--- src/rtl/lsu_pkg.sv ---
// Shared types and helpers for the LSU memory sequencer and its load-alignment datapath.
package lsu_pkg;
  localparam int unsigned XLEN   = 32;
  localparam int unsigned NBYTES = XLEN / 8;

  typedef enum logic [1:0] {
    SZ_B   = 2'd0,
    SZ_H   = 2'd1,
    SZ_W   = 2'd2,
    SZ_ILL = 2'd3
  } lsu_size_e;

  typedef enum logic [1:0] {
    ST_IDLE     = 2'd0,
    ST_REQ      = 2'd1,
    ST_WAIT_RSP = 2'd2
  } lsu_ctrl_state_e;

  // Op fields kept after accept; ID/EX is free to move on once the op completes
  typedef struct packed {
    logic       is_load;
    logic       zero_ext;
    lsu_size_e  size;
    logic [4:0] rd;
    logic [1:0] off;
  } lsu_op_t;

  function automatic logic lsu_misaligned(lsu_size_e size, logic [1:0] addr_lo);
    logic mis;
    case (size)
      SZ_B:    mis = 1'b0;
      SZ_H:    mis = addr_lo[0];
      SZ_W:    mis = (addr_lo != 2'b00);
      default: mis = 1'b1;
    endcase
    return mis;
  endfunction
endpackage

--- src/rtl/lsu_mem_ctrl_if.sv ---
// Data-memory port: valid/ready request channel plus an unthrottled load-response channel.
interface lsu_mem_ctrl_if;
  logic                        mem_req_valid;
  logic                        mem_req_ready;
  logic                        mem_req_we;
  logic [lsu_pkg::XLEN-1:0]    mem_req_addr;
  logic [lsu_pkg::NBYTES-1:0]  mem_req_be;
  logic [lsu_pkg::XLEN-1:0]    mem_req_wdata;
  logic                        mem_rsp_valid;
  logic [lsu_pkg::XLEN-1:0]    mem_rsp_rdata;

  modport master (
    output mem_req_valid, mem_req_we, mem_req_addr, mem_req_be, mem_req_wdata,
    input  mem_req_ready, mem_rsp_valid, mem_rsp_rdata
  );

  modport slave (
    input  mem_req_valid, mem_req_we, mem_req_addr, mem_req_be, mem_req_wdata,
    output mem_req_ready, mem_rsp_valid, mem_rsp_rdata
  );
endinterface

--- src/rtl/lsu_load_align.sv ---
// Extracts the addressed byte/half/word from a memory word and zero- or sign-extends it.
module lsu_load_align
  import lsu_pkg::*;
(
  input  logic [XLEN-1:0] rdata,
  input  logic [1:0]      off,
  input  lsu_size_e       size,
  input  logic            zero_ext,
  output logic [XLEN-1:0] wb_data
);
  logic [XLEN-1:0] shifted;

  always_comb begin
    shifted = rdata >> {off, 3'b000};
    wb_data = shifted;
    case (size)
      SZ_B:    wb_data = {{(XLEN-8){~zero_ext & shifted[7]}}, shifted[7:0]};
      SZ_H:    wb_data = {{(XLEN-16){~zero_ext & shifted[15]}}, shifted[15:0]};
      default: wb_data = shifted;
    endcase
  end
endmodule

--- src/rtl/lsu_mem_ctrl.sv ---
// LSU memory sequencer: accepts one load/store from ID/EX, issues a valid/ready memory
// request, waits for load data under a timeout and emits a registered writeback.
module lsu_mem_ctrl #(
  parameter int unsigned XLEN    = 32,
  parameter int unsigned TIMEOUT = 16
) (
  input  logic            clk,
  input  logic            rst,
  input  logic            op_valid,
  input  logic            is_load_in,
  input  logic            zero_ext_in,
  input  logic [1:0]      size_in,
  input  logic [4:0]      rd_in,
  input  logic [XLEN-1:0] addr_in,
  input  logic [XLEN-1:0] store_data_in,
  output logic            stall_out,
  lsu_mem_ctrl_if.master  mem,
  output logic            wb_valid,
  output logic [4:0]      wb_rd,
  output logic [XLEN-1:0] wb_data,
  output logic            misalign_err,
  output logic            timeout_err
);
  import lsu_pkg::*;

  localparam int unsigned CNT_W = (TIMEOUT > 1) ? $clog2(TIMEOUT) : 1;

  lsu_ctrl_state_e  state_q, state_d;
  lsu_op_t          op_q, op_d;
  logic [CNT_W-1:0] cnt_q, cnt_d;
  logic             req_valid_q, req_valid_d;
  logic             req_we_q, req_we_d;
  logic [XLEN-1:0]  req_addr_q, req_addr_d;
  logic [3:0]       req_be_q, req_be_d;
  logic [XLEN-1:0]  req_wdata_q, req_wdata_d;
  logic             wb_valid_q, wb_valid_d;
  logic [4:0]       wb_rd_q, wb_rd_d;
  logic [XLEN-1:0]  wb_data_q, wb_data_d;
  logic             mis_err_q, mis_err_d;
  logic             to_err_q, to_err_d;

  lsu_size_e        size_c;
  logic             stall_c;
  logic [3:0]       be_c;
  logic [XLEN-1:0]  wdata_c;
  logic [XLEN-1:0]  align_c;

  assign size_c = lsu_size_e'(size_in);

  // Lane placement of store data and byte enables for the incoming op
  always_comb begin
    be_c    = 4'b1111;
    wdata_c = store_data_in;
    case (size_c)
      SZ_B: begin
        be_c    = 4'b0001 << addr_in[1:0];
        wdata_c = {4{store_data_in[7:0]}};
      end
      SZ_H: begin
        be_c    = 4'b0011 << addr_in[1:0];
        wdata_c = {2{store_data_in[15:0]}};
      end
      default: ;
    endcase
  end

  lsu_load_align u_load_align (
    .rdata    (mem.mem_rsp_rdata),
    .off      (op_q.off),
    .size     (op_q.size),
    .zero_ext (op_q.zero_ext),
    .wb_data  (align_c)
  );

  always_comb begin
    state_d     = state_q;
    op_d        = op_q;
    cnt_d       = cnt_q;
    req_valid_d = req_valid_q;
    req_we_d    = req_we_q;
    req_addr_d  = req_addr_q;
    req_be_d    = req_be_q;
    req_wdata_d = req_wdata_q;
    wb_valid_d  = 1'b0;
    wb_rd_d     = wb_rd_q;
    wb_data_d   = wb_data_q;
    mis_err_d   = 1'b0;
    to_err_d    = 1'b0;
    stall_c     = 1'b0;
    case (state_q)
      ST_IDLE: begin
        if (op_valid) begin
          if (lsu_misaligned(size_c, addr_in[1:0])) begin
            mis_err_d = 1'b1;
          end else begin
            stall_c     = 1'b1;
            op_d        = '{is_load: is_load_in, zero_ext: zero_ext_in, size: size_c,
                            rd: rd_in, off: addr_in[1:0]};
            req_valid_d = 1'b1;
            req_we_d    = ~is_load_in;
            req_addr_d  = {addr_in[XLEN-1:2], 2'b00};
            req_be_d    = be_c;
            req_wdata_d = wdata_c;
            state_d     = ST_REQ;
          end
        end
      end
      ST_REQ: begin
        stall_c = ~(mem.mem_req_ready & ~op_q.is_load);
        if (mem.mem_req_ready) begin
          req_valid_d = 1'b0;
          cnt_d       = '0;
          state_d     = op_q.is_load ? ST_WAIT_RSP : ST_IDLE;
        end
      end
      ST_WAIT_RSP: begin
        if (mem.mem_rsp_valid) begin
          wb_valid_d = (op_q.rd != 5'd0);
          wb_rd_d    = op_q.rd;
          wb_data_d  = align_c;
          state_d    = ST_IDLE;
        end else if (cnt_q == CNT_W'(TIMEOUT - 1)) begin
          to_err_d = 1'b1;
          state_d  = ST_IDLE;
        end else begin
          stall_c = 1'b1;
          cnt_d   = cnt_q + CNT_W'(1);
        end
      end
      default: state_d = ST_IDLE;
    endcase
  end

  always_ff @(posedge clk) begin
    if (rst) begin
      state_q     <= ST_IDLE;
      op_q        <= '0;
      cnt_q       <= '0;
      req_valid_q <= 1'b0;
      req_we_q    <= 1'b0;
      req_addr_q  <= '0;
      req_be_q    <= '0;
      req_wdata_q <= '0;
      wb_valid_q  <= 1'b0;
      wb_rd_q     <= '0;
      wb_data_q   <= '0;
      mis_err_q   <= 1'b0;
      to_err_q    <= 1'b0;
    end else begin
      state_q     <= state_d;
      op_q        <= op_d;
      cnt_q       <= cnt_d;
      req_valid_q <= req_valid_d;
      req_we_q    <= req_we_d;
      req_addr_q  <= req_addr_d;
      req_be_q    <= req_be_d;
      req_wdata_q <= req_wdata_d;
      wb_valid_q  <= wb_valid_d;
      wb_rd_q     <= wb_rd_d;
      wb_data_q   <= wb_data_d;
      mis_err_q   <= mis_err_d;
      to_err_q    <= to_err_d;
    end
  end

  // Stall is the only combinational output; reset forces it low with the rest
  assign stall_out         = stall_c & ~rst;
  assign mem.mem_req_valid = req_valid_q;
  assign mem.mem_req_we    = req_we_q;
  assign mem.mem_req_addr  = req_addr_q;
  assign mem.mem_req_be    = req_be_q;
  assign mem.mem_req_wdata = req_wdata_q;
  assign wb_valid          = wb_valid_q;
  assign wb_rd             = wb_rd_q;
  assign wb_data           = wb_data_q;
  assign misalign_err      = mis_err_q;
  assign timeout_err       = to_err_q;
endmodule

--- src/flat_wrapper.sv ---
// flat-port wrapper written by rule: the top's interface ports become plain ports
module lsu_mem_ctrl_flat import lsu_pkg::*;
#(
  parameter int unsigned XLEN    = 32,
  parameter int unsigned TIMEOUT = 16
)
  (clk, rst, op_valid, is_load_in, zero_ext_in, size_in, rd_in, addr_in, store_data_in, stall_out, wb_valid, wb_rd, wb_data, misalign_err, timeout_err, mem_mem_req_valid, mem_mem_req_we, mem_mem_req_addr, mem_mem_req_be, mem_mem_req_wdata, mem_mem_req_ready, mem_mem_rsp_valid, mem_mem_rsp_rdata);
  lsu_mem_ctrl_if mem_i ();
  input  logic clk;
  input  logic rst;
  input  logic op_valid;
  input  logic is_load_in;
  input  logic zero_ext_in;
  input  logic [1:0] size_in;
  input  logic [4:0] rd_in;
  input  logic [XLEN-1:0] addr_in;
  input  logic [XLEN-1:0] store_data_in;
  output logic stall_out;
  output logic wb_valid;
  output logic [4:0] wb_rd;
  output logic [XLEN-1:0] wb_data;
  output logic misalign_err;
  output logic timeout_err;
  output wire logic [$bits(mem_i.mem_req_valid)-1:0] mem_mem_req_valid;
  output wire logic [$bits(mem_i.mem_req_we)-1:0] mem_mem_req_we;
  output wire logic [$bits(mem_i.mem_req_addr)-1:0] mem_mem_req_addr;
  output wire logic [$bits(mem_i.mem_req_be)-1:0] mem_mem_req_be;
  output wire logic [$bits(mem_i.mem_req_wdata)-1:0] mem_mem_req_wdata;
  input wire logic [$bits(mem_i.mem_req_ready)-1:0] mem_mem_req_ready;
  input wire logic [$bits(mem_i.mem_rsp_valid)-1:0] mem_mem_rsp_valid;
  input wire logic [$bits(mem_i.mem_rsp_rdata)-1:0] mem_mem_rsp_rdata;
  assign mem_mem_req_valid = mem_i.mem_req_valid;
  assign mem_mem_req_we = mem_i.mem_req_we;
  assign mem_mem_req_addr = mem_i.mem_req_addr;
  assign mem_mem_req_be = mem_i.mem_req_be;
  assign mem_mem_req_wdata = mem_i.mem_req_wdata;
  assign mem_i.mem_req_ready = mem_mem_req_ready;
  assign mem_i.mem_rsp_valid = mem_mem_rsp_valid;
  assign mem_i.mem_rsp_rdata = mem_mem_rsp_rdata;
  lsu_mem_ctrl #(.XLEN(XLEN), .TIMEOUT(TIMEOUT)) u_core (.clk(clk), .rst(rst), .op_valid(op_valid), .is_load_in(is_load_in), .zero_ext_in(zero_ext_in), .size_in(size_in), .rd_in(rd_in), .addr_in(addr_in), .store_data_in(store_data_in), .stall_out(stall_out), .mem(mem_i), .wb_valid(wb_valid), .wb_rd(wb_rd), .wb_data(wb_data), .misalign_err(misalign_err), .timeout_err(timeout_err));
endmodule
--- config.mk ---
export PLATFORM = sky130hd
export DESIGN_NAME = lsu_mem_ctrl_flat
export DESIGN_NICKNAME = d
export VERILOG_FILES = /design/src/rtl/lsu_pkg.sv /design/src/rtl/lsu_mem_ctrl_if.sv /design/src/rtl/lsu_load_align.sv /design/src/rtl/lsu_mem_ctrl.sv /design/src/flat_wrapper.sv
export SDC_FILE = /design/constraint.sdc
export NUM_CORES = 1
export LEC_CHECK = 0
export ABC_AREA = 1
export CAP_MARGIN = 20
export CORE_ASPECT_RATIO = 0.6
export CORE_UTILIZATION = 48
export DETAILED_ROUTE_END_ITERATION = 10
export MAX_ROUTING_LAYER = met4
export PLACE_DENSITY = 0.86
export SYNTH_ARGS = -nofsm -noshare
export SYNTH_HDL_FRONTEND = slang
export SYNTH_HIERARCHICAL = 1
export SYNTH_SLANG_ARGS = --single-unit
--- constraint.sdc ---
create_clock -name clk -period 2.9 [get_ports clk]
set_input_delay 0.435 -clock clk [delete_from_list [all_inputs] [get_ports clk]]
set_output_delay 0.435 -clock clk [all_outputs]
set_load 0.01 [all_outputs]
==> impl_summary.log, run 1 <==
INFO  metric xor_xnor_portion_of_the_synthesized_cell_area = 0
INFO  metric worst-r2r-cell-count = 6
INFO  metric synth_top_family_by_area = simple AND/OR/NAND/NOR gates
INFO  metric max_freq = 0.3806 GHz
INFO  metric finalClockSkew = 0.009435 ns
INFO  metric detail_route.wirelength = 18080 um
INFO  metric htreeDepth = 4
INFO  metric fin_crit_sh = 0.9059
INFO  metric dp_cells = 1184
INFO  metric clockBufferDepth = 2
INFO  metric finalSetupViolCount = 0
INFO  metric syn-cell-area = 5832 um^2
INFO  metric post_cts_hold_buffer_count = 0
INFO  metric worstHoldPathType = reg2reg
INFO  metric dieArea = 12610 um^2
INFO  metric global_route.usage.met3 = 0.07257
INFO  metric routabilityCongestion = 0.9141
INFO  metric detailroute.via_count = 6364
INFO  metric regToRegEndpoint = u_core/mem.mem_req_wdata[25]$_SDFFE_PP0P_
INFO  metric yosys.cell_types.count = 31
INFO  metric drt.antenna.violating_nets = 0
INFO  metric startpoint_type = flip-flop
INFO  metric syn_to_final_growth = 46.81%
INFO  metric finalPower = 4.668 mW
INFO  metric finalMaxSlewViolations = 0
INFO  metric cts_setup_buffers = 0
INFO  metric floorplan.initialDensity = 0.5044
INFO  metric power.static_leakage = 3.529 nW
INFO  metric layout_min_cycle_time = 2.627 ns
INFO  metric grt_use_met1 = 0.4043
INFO  metric synth_adder_area_share = 0.002145
INFO  metric routed_wire_length_per_instance = 14.87 um
INFO  metric final_cell_count_no_fill = 1216
INFO  metric placement.io_buffers = 218
INFO  metric post_synth.cell_area_avg = 6.829 um^2
INFO  metric synth.mux.area_fraction = 0
INFO  metric core_area = 11560 um^2
INFO  metric hold_path_origin = u_core/mem.mem_req_wdata[20]$_SDFFE_PP0P_
INFO  metric result_of_the_run = finished, final reports clean
INFO  metric dp_hpwl = 12570 um
INFO  metric setup_slack = 0.2728 ns
INFO  metric worst_setup_path_class = reg2out
INFO  metric reg2reg_from = u_core/state_q[0]$_SDFFE_PP0P_
INFO  metric grt_first_pass_wirelength = 28860 um
INFO  metric postLayoutCellArea = 8562 um^2
INFO  metric timing.slew.headroom = 0.3865
INFO  metric tritoncts = done
INFO  metric n_antenna_cell = 0
INFO  metric viasPerCell = 5.234
INFO  metric timing.reg2reg.setup_slack = 0.96 ns
INFO  metric power_density = 545.2 nW/um^2
INFO  metric post_synthesis_register_bit_count = 125
INFO  metric globalRouteTotalUtil = 0.3028
INFO  metric grt_start_max_net_pins = 80
INFO  metric clk_latency = 0.40 ns
INFO  metric synthCells = 854
INFO  metric grt_util_met2 = 0.4545
INFO  metric hold-path-cell-count = 2
INFO  metric synth_compound_gate_area_share = 0.1534
INFO  metric path_max_fanout = 5
INFO  metric grt_busiest_layer = met2
INFO  metric worst_slew_pin_slew = 0.9169 ns
INFO  metric top_level_ports = 221
INFO  metric die-height = 87.38 um
INFO  metric rows = 30
INFO  metric clk_pin_slew_worst_paths = 0.06 ns
INFO  metric cts.repair.resized = 0
INFO  metric yosysWarnings = 6
INFO  metric final_number_of_hold_violating_endpoints = 0
INFO  metric yosysSeqAreaShare = 0.4291
INFO  metric grt_antenna_before_repair = 0
INFO  metric globalRouteOverflowTotal = 0
INFO  metric placement.setup.worst_slack = 0.3562 ns
INFO  metric firstDrtPassIters = 5
INFO  metric cts_root_buffer = sky130_fd_sc_hd__clkbuf_16
INFO  metric cp_data_required_time = 2.47 ns
INFO  metric timing.critical_path.to_type = output pin
INFO  metric fin_tns_setup = 0 ns
INFO  metric worst-endpoint-arrival = 2.19 ns
INFO  metric cts_inserted_buffers = 17
INFO  metric yosys.area_share.simple = 0.3276
INFO  metric drive_gt1_frac = 0.07008
INFO  metric die_w = 144.3 um
INFO  metric min_delay_worst_endpoint = u_core/mem.mem_req_wdata[20]$_SDFFE_PP0P_
INFO  metric detail_route.iter0.violations = 588
INFO  metric place_area = 7988 um^2
INFO  metric cts_sinks = 125
INFO  metric nets_finish = 1154
INFO  metric worst_ir_drop_vdd = 0.4350 mV
INFO  metric drc_errors = 0
INFO  metric rsz0062_at_grt = false
INFO  metric grt_pass1_vias = 5785
INFO  metric timing.max_cap.violations = 0
-- metrics by stage --
stage | hold WS [ns] | utilization
2_1_floorplan | 0.4402 | -
3_3_place_gp | 0.4484 | 0.6909
3_5_place_dp | 0.4541 | 0.6909
4_1_cts | 0.4623 | 0.7406
5_1_grt | 0.4721 | 0.7406
6_report | 0.4626 | 0.7406
-- Yosys cell counts --
cell                       instances  area, um^2
sky130_fd_sc_hd__a21oi_4           1       16.27
sky130_fd_sc_hd__buf_8             1       15.01
sky130_fd_sc_hd__a211oi_1          1       7.510
sky130_fd_sc_hd__o211ai_1          2       15.01
sky130_fd_sc_hd__nand3_2          16       160.2
sky130_fd_sc_hd__nor4_1            1       6.260
sky130_fd_sc_hd__nand2_4           1       11.26
sky130_fd_sc_hd__inv_2             2       7.510
sky130_fd_sc_hd__a22oi_1           2       15.01
sky130_fd_sc_hd__dfxtp_1         125        2502
sky130_fd_sc_hd__nand3_4           1       17.52
sky130_fd_sc_hd__inv_1            44       165.2
sky130_fd_sc_hd__nor2_4            1       11.26
sky130_fd_sc_hd__nor2_2            5       31.28
sky130_fd_sc_hd__buf_1             6       22.52
sky130_fd_sc_hd__and2_1            1       6.260
sky130_fd_sc_hd__buf_4             8       60.06
sky130_fd_sc_hd__nor2_1          114       427.9
sky130_fd_sc_hd__nand2_2           2       12.51
sky130_fd_sc_hd__ha_1              1       12.51
sky130_fd_sc_hd__a21oi_1          90       450.4
sky130_fd_sc_hd__buf_6             4       45.04
sky130_fd_sc_hd__nand3_1          66       330.3
sky130_fd_sc_hd__o21ai_1           7       35.03
sky130_fd_sc_hd__conb_1            1       3.750
sky130_fd_sc_hd__nand4_1           1       6.260
sky130_fd_sc_hd__nor3_1            3       15.01
sky130_fd_sc_hd__buf_2            25       125.1
sky130_fd_sc_hd__clkbuf_1         18       67.56
sky130_fd_sc_hd__nand2_1         233       874.6
sky130_fd_sc_hd__o21ai_0          71       355.3
-- cell usage in the layout, fill, tap and decap left out --
cell type and count:
sky130_fd_sc_hd__inv_1 44, sky130_fd_sc_hd__buf_12 1, sky130_fd_sc_hd__nand3_4 1, sky130_fd_sc_hd__a211oi_1 1, sky130_fd_sc_hd__clkinv_2 1, sky130_fd_sc_hd__clkbuf_8 1, sky130_fd_sc_hd__bufinv_16 1, sky130_fd_sc_hd__o211ai_1 2
sky130_fd_sc_hd__nand3_2 16, sky130_fd_sc_hd__nand4_1 1, sky130_fd_sc_hd__a21oi_1 90, sky130_fd_sc_hd__clkinv_4 5, sky130_fd_sc_hd__nand2_1 233, sky130_fd_sc_hd__buf_4 12, sky130_fd_sc_hd__conb_1 2, sky130_fd_sc_hd__nand2_2 2
sky130_fd_sc_hd__nor2_1 114, sky130_fd_sc_hd__a21oi_4 1, sky130_fd_sc_hd__nor4_1 1, sky130_fd_sc_hd__dfxtp_1 125, sky130_fd_sc_hd__and2_1 1, sky130_fd_sc_hd__clkbuf_1 1, sky130_fd_sc_hd__nand3_1 66, sky130_fd_sc_hd__clkbuf_16 17
sky130_fd_sc_hd__ha_1 1, sky130_fd_sc_hd__o21ai_1 7, sky130_fd_sc_hd__nor2_4 1, sky130_fd_sc_hd__nor3_1 3, sky130_fd_sc_hd__buf_2 1, sky130_fd_sc_hd__inv_6 6, sky130_fd_sc_hd__o21ai_0 71, sky130_fd_sc_hd__a22oi_1 2
sky130_fd_sc_hd__nor2_2 5, sky130_fd_sc_hd__nand2_4 1, sky130_fd_sc_hd__inv_2 2, sky130_fd_sc_hd__clkdlybuf4s50_1 217
-- cell type report --
type | instances | area [um^2]
Clock buffer | 19 | 442.9
Clock inverter | 13 | 131.4
Fill cell | 908 | 2999
Inverter | 46 | 172.7
Multi-Input combinational cell | 622 | 2825
Sequential cell | 125 | 2502
Tap cell | 160 | 200.2
Timing Repair Buffer | 231 | 2287
-- power by group --
part | internal, mW | leakage (nW) | switching, mW
clock | 1.22 | 0.284 | 0.824
combinational | 0.370 | 2.23 | 0.407
sequential | 1.80 | 1.02 | 0.0467
-- how the worst max path moves through the flow --
stage | startpoint | to | slack, ns | cells past startpoint
5_1_grt | u_core/cnt_q[0]$_SDFFE_PP0P_ | stall_out | 0.16 | 7
6_report | u_core/cnt_q[0]$_SDFFE_PP0P_ | stall_out | 0.27 | 7
2_1_floorplan | addr_in[1] | stall_out | 1.20 | 6
3_5_place_dp | addr_in[1] | stall_out | 0.36 | 7
3_3_place_gp | addr_in[1] | stall_out | 0.41 | 7
4_1_cts | u_core/cnt_q[0]$_SDFFE_PP0P_ | stall_out | 0.30 | 7
-- layer usage --
layer,vias up,part of all wire
met3,20,0.093
li1,3135,-
met2,298,0.44
met5,-,0
met1,2911,0.46
met4,0,0.013
-- cells by family (layout without fill, tap and decap cells) --
family,after synthesis,in the layout
adder cells (fa/ha/maj),1,1
buffers and inverters,108,309
flip-flops,125,125
AO/OA/AOI/OAI,174,174
other,1,2
AND/OR/NAND/NOR,445,445
-- critical path, cell delays in order (launching register included) --
cell                              delay [ns]
sky130_fd_sc_hd__dfxtp_1                0.34
sky130_fd_sc_hd__ha_1                   0.25
sky130_fd_sc_hd__nand3_1                0.13
sky130_fd_sc_hd__nand2_1                0.09
sky130_fd_sc_hd__nor2_1                 0.23
sky130_fd_sc_hd__nor3_1                 0.11
sky130_fd_sc_hd__nor2_1                 0.10
sky130_fd_sc_hd__clkdlybuf4s50_1        0.55
-- flip-flops by register name (all words and copies together) (netlist names) --
name / cells
u_core/mem.mem_req_wdata: 32
u_core/wb_data: 32
u_core/mem.mem_req_addr: 30
u_core/op_q: 11
u_core/wb_rd: 5
u_core/cnt_q: 4
u_core/mem.mem_req_be: 4
u_core/state_q: 2
u_core/mem.mem_req_valid: 1
u_core/mem.mem_req_we: 1
u_core/misalign_err: 1
u_core/timeout_err: 1
u_core/wb_valid: 1
(Power assumes the default switching activity.)
==> run 2, diff against run 1 <==
==> constraint.sdc (replaced) <==
create_clock -name clk -period 2.9 [get_ports clk]
set_input_delay 0.29 -clock clk [delete_from_list [all_inputs] [get_ports clk]]
set_output_delay 0.29 -clock clk [all_outputs]
set_load 0.01 [all_outputs]
==> run 2 against run 1 <==
  * Clock skew grew 0.0015 ns
  * Die area is the same
  * Final cell count unchanged
  * Wire length up 1.2%
  * First-iteration DRC count down 0.51%
  * Maximum frequency is 7.9% higher
  * Sequential cell count unchanged
  * Non-clock buffer count is the same
  * Combinational power up 0.5%
  * Critical path type unchanged
  * Largest cell class unchanged
  * Largest power group unchanged
==> impl_summary.log, run 2 (synthesis results as in run 1) <==
INFO  metric cts_inserted_buffers = 17
INFO  metric fin_tns_setup = 0 ns
INFO  metric dieArea = 12610 um^2
INFO  metric worstHoldPathType = in2reg
INFO  metric post_cts_hold_buffer_count = 0
INFO  metric p_sw = 1.241 mW
INFO  metric filler_cell_count = 925
INFO  metric power.combinational.fraction = 0.160
INFO  metric top_level_ports = 221
INFO  metric viasPerCell = 5.192
INFO  metric globalRouteOverflowTotal = 0
INFO  metric final_number_of_hold_violating_endpoints = 0
INFO  metric cell_type_group_with_the_largest_total_delay_on_the_critical_path = simple AND/OR/NAND/NOR gates
INFO  metric finalClockSkew = 0.01093 ns
INFO  metric dp_cells = 1184
INFO  metric reg2reg_from = u_core/op_q[1]$_SDFFE_PP0P_
INFO  metric final_cell_count_no_fill = 1216
INFO  metric worst_path_cell_trace = ha_1, nand3_1, nand2_1, nor2_1, nor3_1, nor2_1, clkdlybuf4s50_1
INFO  metric floorplan.initialDensity = 0.5044
INFO  metric cts_root_buffer = sky130_fd_sc_hd__clkbuf_16
INFO  metric place_area = 7988 um^2
INFO  metric placement.io_buffers = 218
INFO  metric detail_route.wirelength = 18290 um
INFO  metric layout_commonest_cell = sky130_fd_sc_hd__nand2_1
INFO  metric clk_latency = 0.40 ns
INFO  metric power_density = 565.6 nW/um^2
INFO  metric layout_min_cycle_time = 2.435 ns
INFO  metric max_freq = 0.4108 GHz
INFO  metric crit_top_cell = sky130_fd_sc_hd__nor2_1
INFO  metric finalPower = 4.875 mW
INFO  metric cellInternalPower = 3.634 mW
INFO  metric drive_gt1_frac = 0.07008
INFO  metric power.static_leakage = 3.550 nW
INFO  metric cts.repair.resized = 0
INFO  metric buffers_plus_inverters_on_the_worst_setup_path = 1
INFO  metric layout_common_cells = sky130_fd_sc_hd__nand2_1, sky130_fd_sc_hd__clkdlybuf4s50_1, sky130_fd_sc_hd__dfxtp_1
INFO  metric cp_data_required_time = 2.61 ns
INFO  metric cts_setup_buffers = 0
INFO  metric final_util = 0.7456
INFO  metric power.share.clock = 0.461
INFO  metric rsz0062_at_grt = false
INFO  metric startpoint = u_core/cnt_q[0]$_SDFFE_PP0P_
INFO  metric grt_antenna_before_repair = 0
INFO  metric n_antenna_cell = 0
INFO  metric seq_power_share = 0.378
INFO  metric worst-endpoint-arrival = 2.14 ns
INFO  metric critical_path.max_stage_delay = 0.48 ns
INFO  metric grt_first_pass_wirelength = 28390 um
INFO  metric grt_pass1_vias = 5630
INFO  metric worst_slew_pin_slew = 0.8973 ns
INFO  metric startpoint_type = flip-flop
INFO  metric die_w = 144.3 um
INFO  metric switching_share = 0.2546
INFO  metric tritoncts = done
INFO  metric cts_sinks = 125
INFO  metric routabilityCongestion = 0.9137
INFO  metric detailroute.via_count = 6314
INFO  metric finalSetupViolCount = 0
INFO  metric postLayoutCellArea = 8620 um^2
INFO  metric core_area = 11560 um^2
INFO  metric clk_pin_slew_worst_paths = 0.06 ns
INFO  metric worst_setup_path_class = reg2out
INFO  metric detail_route.iter0.violations = 585
INFO  metric htreeDepth = 4
INFO  metric nets_finish = 1154
INFO  metric drc_errors = 0
INFO  metric hold_path_origin = rst
INFO  metric globalRouteTotalUtil = 0.3004
INFO  metric drt.antenna.violating_nets = 0
INFO  metric clockBufferDepth = 2
INFO  metric result_of_the_run = finished, final reports clean
INFO  metric firstDrtPassIters = 5
INFO  metric rows = 30
INFO  metric grt_start_max_net_pins = 80
INFO  metric timing.max_cap.violations = 0
INFO  metric fin_crit_sh = 0.8395
INFO  metric die-height = 87.38 um
INFO  metric worst_path_max_delay_cell = sky130_fd_sc_hd__clkdlybuf4s50_1
INFO  metric routed_wire_length_per_instance = 15.04 um
INFO  metric dp_hpwl = 12610 um
INFO  metric timing.slew.headroom = 0.3996
INFO  metric path_max_fanout = 5
INFO  metric timing.critical_path.to_type = output pin
INFO  metric syn_to_final_growth = 47.80%
INFO  metric worst_ir_drop_vdd = 0.5124 mV
INFO  metric finalMaxSlewViolations = 0
-- run 2: routing by layer --
metal | GRT usage | routed length, um | vias up
met5 | - | 0 | -
met4 | 0.08804 | 210 | 0
met3 | 0.06927 | 1694 | 25
met2 | 0.4401 | 8110 | 294
met1 | 0.4096 | 8275 | 2859
li1 | - | - | 3136
-- run 2: path summary, 6_finish.rpt --
path,to,slack (ns),cells past startpoint
worst max-delay path,stall_out,0.47,7
worst min-delay path,u_core/mem.mem_req_wdata[0]$_SDFFE_PP0P_,0.45,3
worst min register to register,u_core/mem.mem_req_wdata[21]$_SDFFE_PP0P_,0.46,2
worst max register to register,u_core/wb_data[16]$_SDFFE_PP0P_,0.72,7
-- run 2: worst register-to-register path, delay by kind of cell, from the launching register on --
kind	cells	cell delay, ns
and+or+nand+nor	5	0.96
AOI/OAI and AO/OA	1	0.15
DFF	1	0.72
buffers and inverters	1	0.29
-- run 2: final cells by class --
class / instances / area [um^2] / area share
clock inverter: 13 / 188.9 / 0.02192
multi-input combinational: 622 / 2825 / 0.3278
inverter: 46 / 172.7 / 0.02003
tap: 160 / 200.2 / 0.02323
timing repair buffer: 231 / 2287 / 0.2654
clock buffer: 19 / 442.9 / 0.05139
sequential: 125 / 2502 / 0.2903
-- run 2: per-stage QoR --
step,worst slack [ns],hold slack (ns)
floorplan,1.419,0.4249
detailed placement,0.6165,0.4560
finish,0.4654,0.4510
global placement,0.6308,0.4503
CTS,0.4714,0.4379
global route,0.3492,0.4634
-- run 2: power groups by stage --
stage	combinational [mW]	sequential, mW	clock, mW
6_report	0.781	1.85	2.25
5_1_grt	0.850	1.85	2.37
4_1_cts	0.772	1.84	2.28
3_5_place_dp	0.767	1.88	0
3_3_place_gp	0.758	1.88	0
2_1_floorplan	0.381	1.90	0
